File: src/rtl/regfile_scoreboard_pkg.sv
`default_nettype none
// ============================================================================
//  Module      : regfile_scoreboard_pkg
//  Description : Shared constants for the register-file scoreboard: default
//                data and address widths and the register-count derivation.
//  Revision    : 1.0 - initial release
// ============================================================================
package regfile_scoreboard_pkg;

    localparam int DEFAULT_DATA_W = 9;
    localparam int DEFAULT_ADDR_W = 2;

    // Number of architectural registers addressed by an addr_w-bit index.
    function automatic int nregs(input int addr_w);
        return 1 << addr_w;
    endfunction

endpackage : regfile_scoreboard_pkg
`default_nettype wire

File: src/rtl/regfile_scoreboard_popcount.sv
`default_nettype none
// ============================================================================
//  Module      : regfile_popcount
//  Description : Parametrised combinational population counter.
//  Ports       : bits  (in,  N) - vector to count
//                count (out, W) - number of set bits in 'bits'
//  Revision    : 1.0 - initial release
// ============================================================================
module regfile_popcount #(
    parameter int N = 4,
    parameter int W = 3
) (
    input  logic [N-1:0] bits,
    output logic [W-1:0] count
);

    always_comb begin
        count = '0;
        for (int i = 0; i < N; i++) begin
            count = count + W'(bits[i]);
        end
    end

endmodule : regfile_popcount
`default_nettype wire

File: src/rtl/regfile_scoreboard.sv
`default_nettype none
// ============================================================================
//  Module      : regfile_scoreboard
//  Description : Two-read / one-write register file with a per-register
//                busy scoreboard for destination reservation (issue) and
//                release (writeback).
//  Ports       : clk, rst            - clock, synchronous active-high reset
//                rd0_addr/rd1_addr   - read addresses
//                rd0_data/rd1_data   - combinational read data
//                rd0_busy/rd1_busy   - pending-producer flag of read register
//                wr_en/wr_addr/wr_data - writeback (writes data, clears busy)
//                iss_en/iss_addr     - reservation request
//                iss_ok              - reservation of iss_addr is acceptable
//                busy_vec/busy_cnt   - busy bits and their registered count
//  Revision    : 1.0 - initial release
// ============================================================================
module regfile_scoreboard
    import regfile_scoreboard_pkg::*;
#(
    parameter int DATA_W   = DEFAULT_DATA_W,
    parameter int ADDR_W   = DEFAULT_ADDR_W,
    parameter int ZERO_REG = 0,
    parameter int BYPASS   = 1
) (
    input  logic                     clk,
    input  logic                     rst,
    input  logic [ADDR_W-1:0]        rd0_addr,
    input  logic [ADDR_W-1:0]        rd1_addr,
    output logic [DATA_W-1:0]        rd0_data,
    output logic [DATA_W-1:0]        rd1_data,
    output logic                     rd0_busy,
    output logic                     rd1_busy,
    input  logic                     wr_en,
    input  logic [ADDR_W-1:0]        wr_addr,
    input  logic [DATA_W-1:0]        wr_data,
    input  logic                     iss_en,
    input  logic [ADDR_W-1:0]        iss_addr,
    output logic                     iss_ok,
    output logic [nregs(ADDR_W)-1:0] busy_vec,
    output logic [ADDR_W:0]          busy_cnt
);

    localparam int NREGS = nregs(ADDR_W);

    logic [DATA_W-1:0] r_regs [NREGS];
    logic [NREGS-1:0]  r_busy;
    logic [ADDR_W:0]   r_busy_cnt;

    logic              w_wr_zero;
    logic              w_iss_zero;
    logic              w_wr_eff;
    logic              w_iss_eff;
    logic [NREGS-1:0]  w_busy_nxt;
    logic [ADDR_W:0]   w_cnt_nxt;

    // Register 0 is inert when hardwired: writes dropped, never reserved.
    assign w_wr_zero  = (ZERO_REG != 0) && (wr_addr == '0);
    assign w_iss_zero = (ZERO_REG != 0) && (iss_addr == '0);
    assign w_wr_eff   = wr_en && !w_wr_zero;

    // A writeback landing this cycle frees the register for a new producer.
    assign iss_ok    = !r_busy[iss_addr] || (wr_en && (wr_addr == iss_addr));
    assign w_iss_eff = iss_en && iss_ok && !w_iss_zero;

    // Set after clear: a same-cycle issue to the written register keeps it
    // reserved for the new producer.
    always_comb begin
        w_busy_nxt = r_busy;
        if (w_wr_eff) begin
            w_busy_nxt[wr_addr] = 1'b0;
        end
        if (w_iss_eff) begin
            w_busy_nxt[iss_addr] = 1'b1;
        end
    end

    // Count the next-state vector so the registered count tracks busy_vec.
    regfile_popcount #(
        .N (NREGS),
        .W (ADDR_W + 1)
    ) u_popcount (
        .bits  (w_busy_nxt),
        .count (w_cnt_nxt)
    );

    always_ff @(posedge clk) begin
        if (rst) begin
            for (int i = 0; i < NREGS; i++) begin
                r_regs[i] <= '0;
            end
            r_busy     <= '0;
            r_busy_cnt <= '0;
        end else begin
            if (w_wr_eff) begin
                r_regs[wr_addr] <= wr_data;
            end
            r_busy     <= w_busy_nxt;
            r_busy_cnt <= w_cnt_nxt;
        end
    end

    // Read ports: zero register first, then same-cycle forwarding, then array.
    logic [ADDR_W-1:0] w_rd_addr [2];
    logic [DATA_W-1:0] w_rd_data [2];
    logic              w_rd_busy [2];

    assign w_rd_addr[0] = rd0_addr;
    assign w_rd_addr[1] = rd1_addr;

    generate
        for (genvar p = 0; p < 2; p++) begin : g_rd
            logic w_hit;
            logic w_zero;
            assign w_hit  = (BYPASS != 0) && wr_en && (wr_addr == w_rd_addr[p]);
            assign w_zero = (ZERO_REG != 0) && (w_rd_addr[p] == '0);
            assign w_rd_data[p] = w_zero ? '0 :
                                  w_hit  ? wr_data : r_regs[w_rd_addr[p]];
            assign w_rd_busy[p] = r_busy[w_rd_addr[p]] && !w_hit;
        end
    endgenerate

    assign rd0_data = w_rd_data[0];
    assign rd1_data = w_rd_data[1];
    assign rd0_busy = w_rd_busy[0];
    assign rd1_busy = w_rd_busy[1];
    assign busy_vec = r_busy;
    assign busy_cnt = r_busy_cnt;

endmodule : regfile_scoreboard
`default_nettype wire

File: config.mk
export PLATFORM = sky130hd
export DESIGN_NAME = regfile_scoreboard
export DESIGN_NICKNAME = d
export VERILOG_FILES = /design/src/rtl/regfile_scoreboard_pkg.sv /design/src/rtl/regfile_scoreboard_popcount.sv /design/src/rtl/regfile_scoreboard.sv
export SDC_FILE = /design/constraint.sdc
export NUM_CORES = 1
export LEC_CHECK = 0
export CAP_MARGIN = 20
export CORE_ASPECT_RATIO = 1.5
export CORE_MARGIN = 3
export CORE_UTILIZATION = 45
export CTS_CLUSTER_DIAMETER = 150
export DETAILED_ROUTE_END_ITERATION = 12
export DONT_BUFFER_PORTS = 1
export PLACE_DENSITY_LB_ADDON = 0.08
export SLEW_MARGIN = 20
export SYNTH_ARGS = -nofsm -noshare
export SYNTH_HDL_FRONTEND = slang
export SYNTH_SLANG_ARGS = --single-unit
File: constraint.sdc
create_clock -name clk -period 3 [get_ports clk]
set_clock_uncertainty 0.15 [all_clocks]
set_input_delay 0.6 -clock clk [delete_from_list [all_inputs] [get_ports clk]]
set_output_delay 0.6 -clock clk [all_outputs]
set_load 0.02 [all_outputs]
======== Yosys cells after proc, flatten, opt, wreduce, memory -nomap -nowiden ========
Memories as Yosys holds them, arrays and structs flattened.
Index checks and enable logic that the tools add are counted.
W data, S select, Z words.
storage, ports and cells
  register bits after elaboration ......... 7
  memory bits (writable) .................. 36
  bits of input ports ..................... 21
  word-level logic and storage cells ...... 53
  memories kept ........................... 1
memory list
  memory  depth  width  rd ports  clocked after Yosys merged registers in  wr ports  line                      RTL
  r_regs  4      9      2         0                                        4         regfile_scoreboard.sv:45  logic [DATA_W-1:0] r_regs [NREGS];
operators by class
  add/subtract/negate cells ............... 3
  magnitude comparators ................... 6
  equality and inequality tests ........... 3
  muxes and demuxes ....................... 22
  bitwise logic cells ..................... 3
  reductions and logical operators ........ 13
operator list
  cell                  count
  $mux W9               3
  $lt A2 B3 Y1 const B  4
  $mux W1               11
  $reduce_or A9 Y1      1
  $logic_and A1 B1 Y1   8
  $mux W4               2
  $add A3 B1 Y3         2
  $bmux W1 S2           3
  $eq A2 B2 Y1          3
  $and A4 B4 Y4         1
  $demux W1 S2          2
  $ge A2 B1 Y1 const B  2
  $not A4 Y4            1
  $or A4 B4 Y4          1
  $logic_not A1 Y1      3
  $add A1 B1 Y2         1
  $mux W2               1
  $logic_or A1 B1 Y1    1

======== Logic depth before layout (Yosys ltp) ========
  depth after elaboration ................. 12
  mapped depth ............................ 10

======== Modules after synthesis ========
Synthesis repeated with hierarchy kept, for this count alone.
second synthesis, totals
  cells, all modules ...................... 191
  area, all modules ....................... 2627.5 um^2
by module, submodules not included
  module              times used  cells an instance  area each (um^2)  sequential area each (um^2)
  regfile_scoreboard  1           183                2563.7            1221.2
  regfile_popcount    1           8                  63.8              0.0

======== Worst setup path before layout ========
No wires, ideal clock.
  path type ............................... input-to-reg
  start point ............................. in wr_addr[0]
  end point ............................... reg r_busy_cnt[1] (netlist: busy_cnt[1])
  setup time .............................. 125 ps
  arrival time ............................ 2434 ps
  path slack .............................. 290 ps
  cell stages on the path ................. 10
  path buffers ............................ 1
  cell sequence ........................... buf_2 -> or3b_1 -> mux2i_1 -> nand2_1 -> ha_1 -> inv_1 -> fa_1 -> inv_1 -> ha_1 -> nor2b_1
between the ends
  longest elaborated chain between the ends .. 12
ends and longest elaborated chain
  item                                                                       line                               RTL
  start, declared                                                            regfile_scoreboard.sv:34           input logic [ADDR_W-1:0] wr_addr,
  $lt A2 B3 Y1 (implied by the code) / $ge A2 B1 Y1 (equally long branches)  regfile_scoreboard.sv:70           w_busy_nxt[wr_addr] = 1'b0;
  $logic_and A1 B1 Y1 (implied by the code)                                  regfile_scoreboard.sv:70
  $mux W1 (implied by the code)                                              regfile_scoreboard.sv:70
  $demux W1 S2                                                               regfile_scoreboard.sv:70
  $not A4 Y4 (no source line)                                                n/a
  $and A4 B4 Y4 (no source line)                                             n/a
  $mux W4                                                                    regfile_scoreboard.sv:69           if (w_wr_eff) begin
  $or A4 B4 Y4 (no source line)                                              n/a
  $mux W4 (*)                                                                regfile_scoreboard.sv:72           if (w_iss_eff) begin
  via u_popcount.bits[0]                                                     regfile_scoreboard_popcount.sv:13  input logic [N-1:0] bits,
  $add A1 B1 Y2 (*)                                                          regfile_scoreboard_popcount.sv:20  count = count + W'(bits[i]);
  $add A3 B1 Y3 (*) (2 in series)                                            regfile_scoreboard_popcount.sv:20
  via u_popcount.count[1]                                                    regfile_scoreboard_popcount.sv:14  output logic [W-1:0] count
  end signal, assigned                                                       regfile_scoreboard.sv:98           r_busy_cnt <= w_cnt_nxt;
  end, declared                                                              regfile_scoreboard.sv:47           logic [ADDR_W:0] r_busy_cnt;
Mark *: on every way through the listed nets, which the timed path passes. The rest lies on a longest branch.
A chain may end at the register's enable or synchronous reset.

==> results.py <==
metrics = {
    "run_status": {
        "status": "completed",
    },
    "clock_tree": {
        "cts.repair.resized": 0,
        "cts_tree": "built",
        "clock-sinks": 43,
        "cts_hold_buf": 0,
        "cts_max_level": 2,
        "insertion_delay_ns": 0.28,
        "clkTransAtPathRegs_ns": 0.08,
        "cts_buffers": 5,
        "cts_setup_buffers": 0,
        "clockRootBuffer": "clkbuf_8",
        "clk_path_buf_depth": 2,
    },
    "grt": {
        "grt_pass1_wl_um": 8640,
        "grtUsageTotal_pct": 18.3,
        "grt_max_degree": 13,
        "grt_remaining_overflow": 0,
        "grt_pass1_vias": 1626,
        "antenna_found_initial": 0,
    },
    "setup_path": {
        "reg2reg_from": "busy_vec[1]",
        "slowest_delay_ns": 0.52,
        "worstPathMaxFanout": 2,
        "cp_cell_sequence": "mux4_1 -> mux2_2",
        "worstSetupStartpointType": "flip-flop",
        "path_class": "reg -> out",
        "reg2reg_setup_slack_ns": 0.76,
        "setup.worst_path.end_class": "primary output",
        "reg2reg_depth": 8,
        "critPathArrivalTime_ns": 1.56,
        "cpMaxStageDelayCell": "mux4_1",
        "crit_required_ns": 2.25,
        "r2r-end": "busy_cnt[1]",
    },
    "placement": {
        "gp_congestion": 0.809,
        "dpl-instance-area_mm2": 0.00265,
        "dp_hpwl_um": 4030,
        "numPortBuffers": 0,
    },
    "logic_synthesis": {
        "postSynthAreaPerCell_um2": 13.9,
        "ys_seq_elements": 43,
        "yosys_warnings": 0,
        "async_flop_share_pct": 0,
        "syn_area_mm2": 0.00260,
        "ys_types": 29,
        "ys.flop_type": "edfxtp_1",
        "syn_nets": 212,
        "synth-edff-count": 36,
        "synthCells": 188,
        "yosysSeqAreaShare_pct": 46.9,
    },
    "final_layout": {
        "syn2layout_area_growth_pct": 4.85,
        "final_util_pct": 49.4,
        "nets": 211,
        "antenna_cells": 0,
        "final_area_mm2": 0.00273,
        "drive_above_1_share_pct": 25.5,
    },
    "drt": {
        "ant_nets": 0,
        "vias": 1532,
        "drt_first_pass_iters": 4,
        "via_per_inst": 5.94,
        "drtIter0Drc": 66,
        "avgRoutedWirePerCell_um": 22.1,
        "drc_errors": 0,
        "totalWireLength_um": 5700,
    },
    "floorplanning": {
        "die_w_um": 68.1,
        "start_util_pct": 47.1,
        "dieHeight_um": 99.2,
        "pin_count": 49,
        "fp-row-count": 33,
        "core_mm2": 0.00553,
        "die_area_mm2": 0.00676,
    },
    "pwr": {
        "total_leakage_power_nw": 1.07,
        "power_mw": 1.34,
        "peakVddDrop_v": 0.000235,
        "power_density_mw_per_mm2": 491,
    },
    "min_path": {
        "min_path_cells": 1,
        "hold_start": "rst",
        "min_to": "busy_vec[0]",
        "hp-class": "in -> reg",
    },
    "sta": {
        "finalCritPeriodShare_pct": 76.9,
        "setup_violations": 0,
        "rsz0062_at_grt": "no",
        "maxSlewViolCount": 0,
        "maxSlewHeadroom_pct": 62.7,
        "setup_tns_ns": 0,
        "fin_crit_ns": 2.31,
        "finalHoldViolCount": 0,
        "max_freq_mhz": 434,
        "tightest_slew_ns": 0.560,
    },
    "run": {
        "max_cap_violations": 0,
    },
}
Yosys cell counts (2+ instances only):
cell | instances | area [um^2]
and3b_1 | 2 | 17.5
buf_2 | 3 | 15.0
nor2_1 | 28 | 105
nand2_1 | 12 | 45.0
and2_1 | 4 | 25.0
mux2_4 | 17 | 255
nand3_1 | 2 | 10.0
nor2b_1 | 3 | 18.8
xnor2_1 | 4 | 35.0
inv_1 | 11 | 41.3
a21oi_1 | 4 | 20.0
nand3b_1 | 2 | 15.0
mux4_1 | 4 | 105
edfxtp_1 | 36 | 1080
xnor2_2 | 2 | 32.5
clkbuf_1 | 6 | 22.5
mux2i_1 | 4 | 40.0
nand3_4 | 2 | 35.0
buf_6 | 3 | 33.8
dfxtp_1 | 7 | 140
mux4_2 | 17 | 383
nand4_1 | 4 | 25.0
nand2b_1 | 4 | 25.0
ha_1 | 2 | 25.0
metrics by stage:
stage,hold slack (ns),setup WS [ns],cells
2_1_floorplan,0.522,0.290,188
3_3_place_gp,0.520,0.367,250
3_5_place_dp,0.523,0.365,250
4_1_cts,0.212,0.677,258
5_1_grt,0.199,0.608,258
6_report,0.221,0.694,258
worst max path at each step:
stage | start | endpoint | cells after the start
floorplan | wr_addr[0] | busy_cnt[1] | 10
finish | r_regs[1][8] | rd0_data[8] | 2
global placement | wr_addr[0] | busy_cnt[1] | 9
global route | wr_addr[0] | busy_cnt[1] | 9
CTS | r_regs[1][8] | rd0_data[8] | 2
detailed placement | wr_addr[0] | busy_cnt[1] | 9
worst max-delay path: cells and delay by family (launching register included):
family / cells / cell delay [ns]
muxes: 2 / 0.86
DFF: 1 / 0.40
placed cells by master (no fill, tap or decap), drive strengths merged, types with 6 or more instances in the layout:
master / synthesis / routed
inv: 11 / 11
xnor2: 6 / 6
edfxtp: 36 / 36
mux4: 21 / 21
mux2: 18 / 18
nand2: 12 / 12
clkbuf: 6 / 6
dfxtp: 7 / 7
nor2: 28 / 28
power by group:
part	internal [mW]	switching (mW)	total, mW	leakage [nW]
sequential	0.693	0.0325	0.726	0.412
clock	0.159	0.185	0.344	0.0403
combinational	0.135	0.137	0.272	0.614
layout make-up:
type	count	area, um^2
clock inverter	2	7.51
timing repair buffer	4	30.0
clock buffer	6	72.6
sequential	43	1220
tap	70	87.6
multi-input combinational	122	1270
fill	522	2800
inverter	11	41.3
registers in the layout, summed over array words and instances (netlist names):
register and flops:
busy_cnt 3, r_regs 36, busy_vec 4
logic make-up after synthesis:
| kind of cell | count (synthesis) | synth area share [%] |
|---|---|---|
| and+or+nand+nor | 66 | 13.2 |
| muxes | 43 | 30.5 |
| DFF | 43 | 46.9 |
| buffers and inverters | 23 | 4.32 |
| xor gates and xnor gates | 6 | 2.59 |
| AOI/OAI and AO/OA | 4 | 0.769 |
| adders and majority gates | 3 | 1.73 |
per-layer routing:
layer	wire length, um	part of all wire (%)	track usage [%]
met1	1940	34	18.6
met3	411	7.2	6.21
met4	83	1.5	5.51
met5	0	0	0
met2	3270	57	33.7
Note: power is estimated with default switching activity, not from simulation.
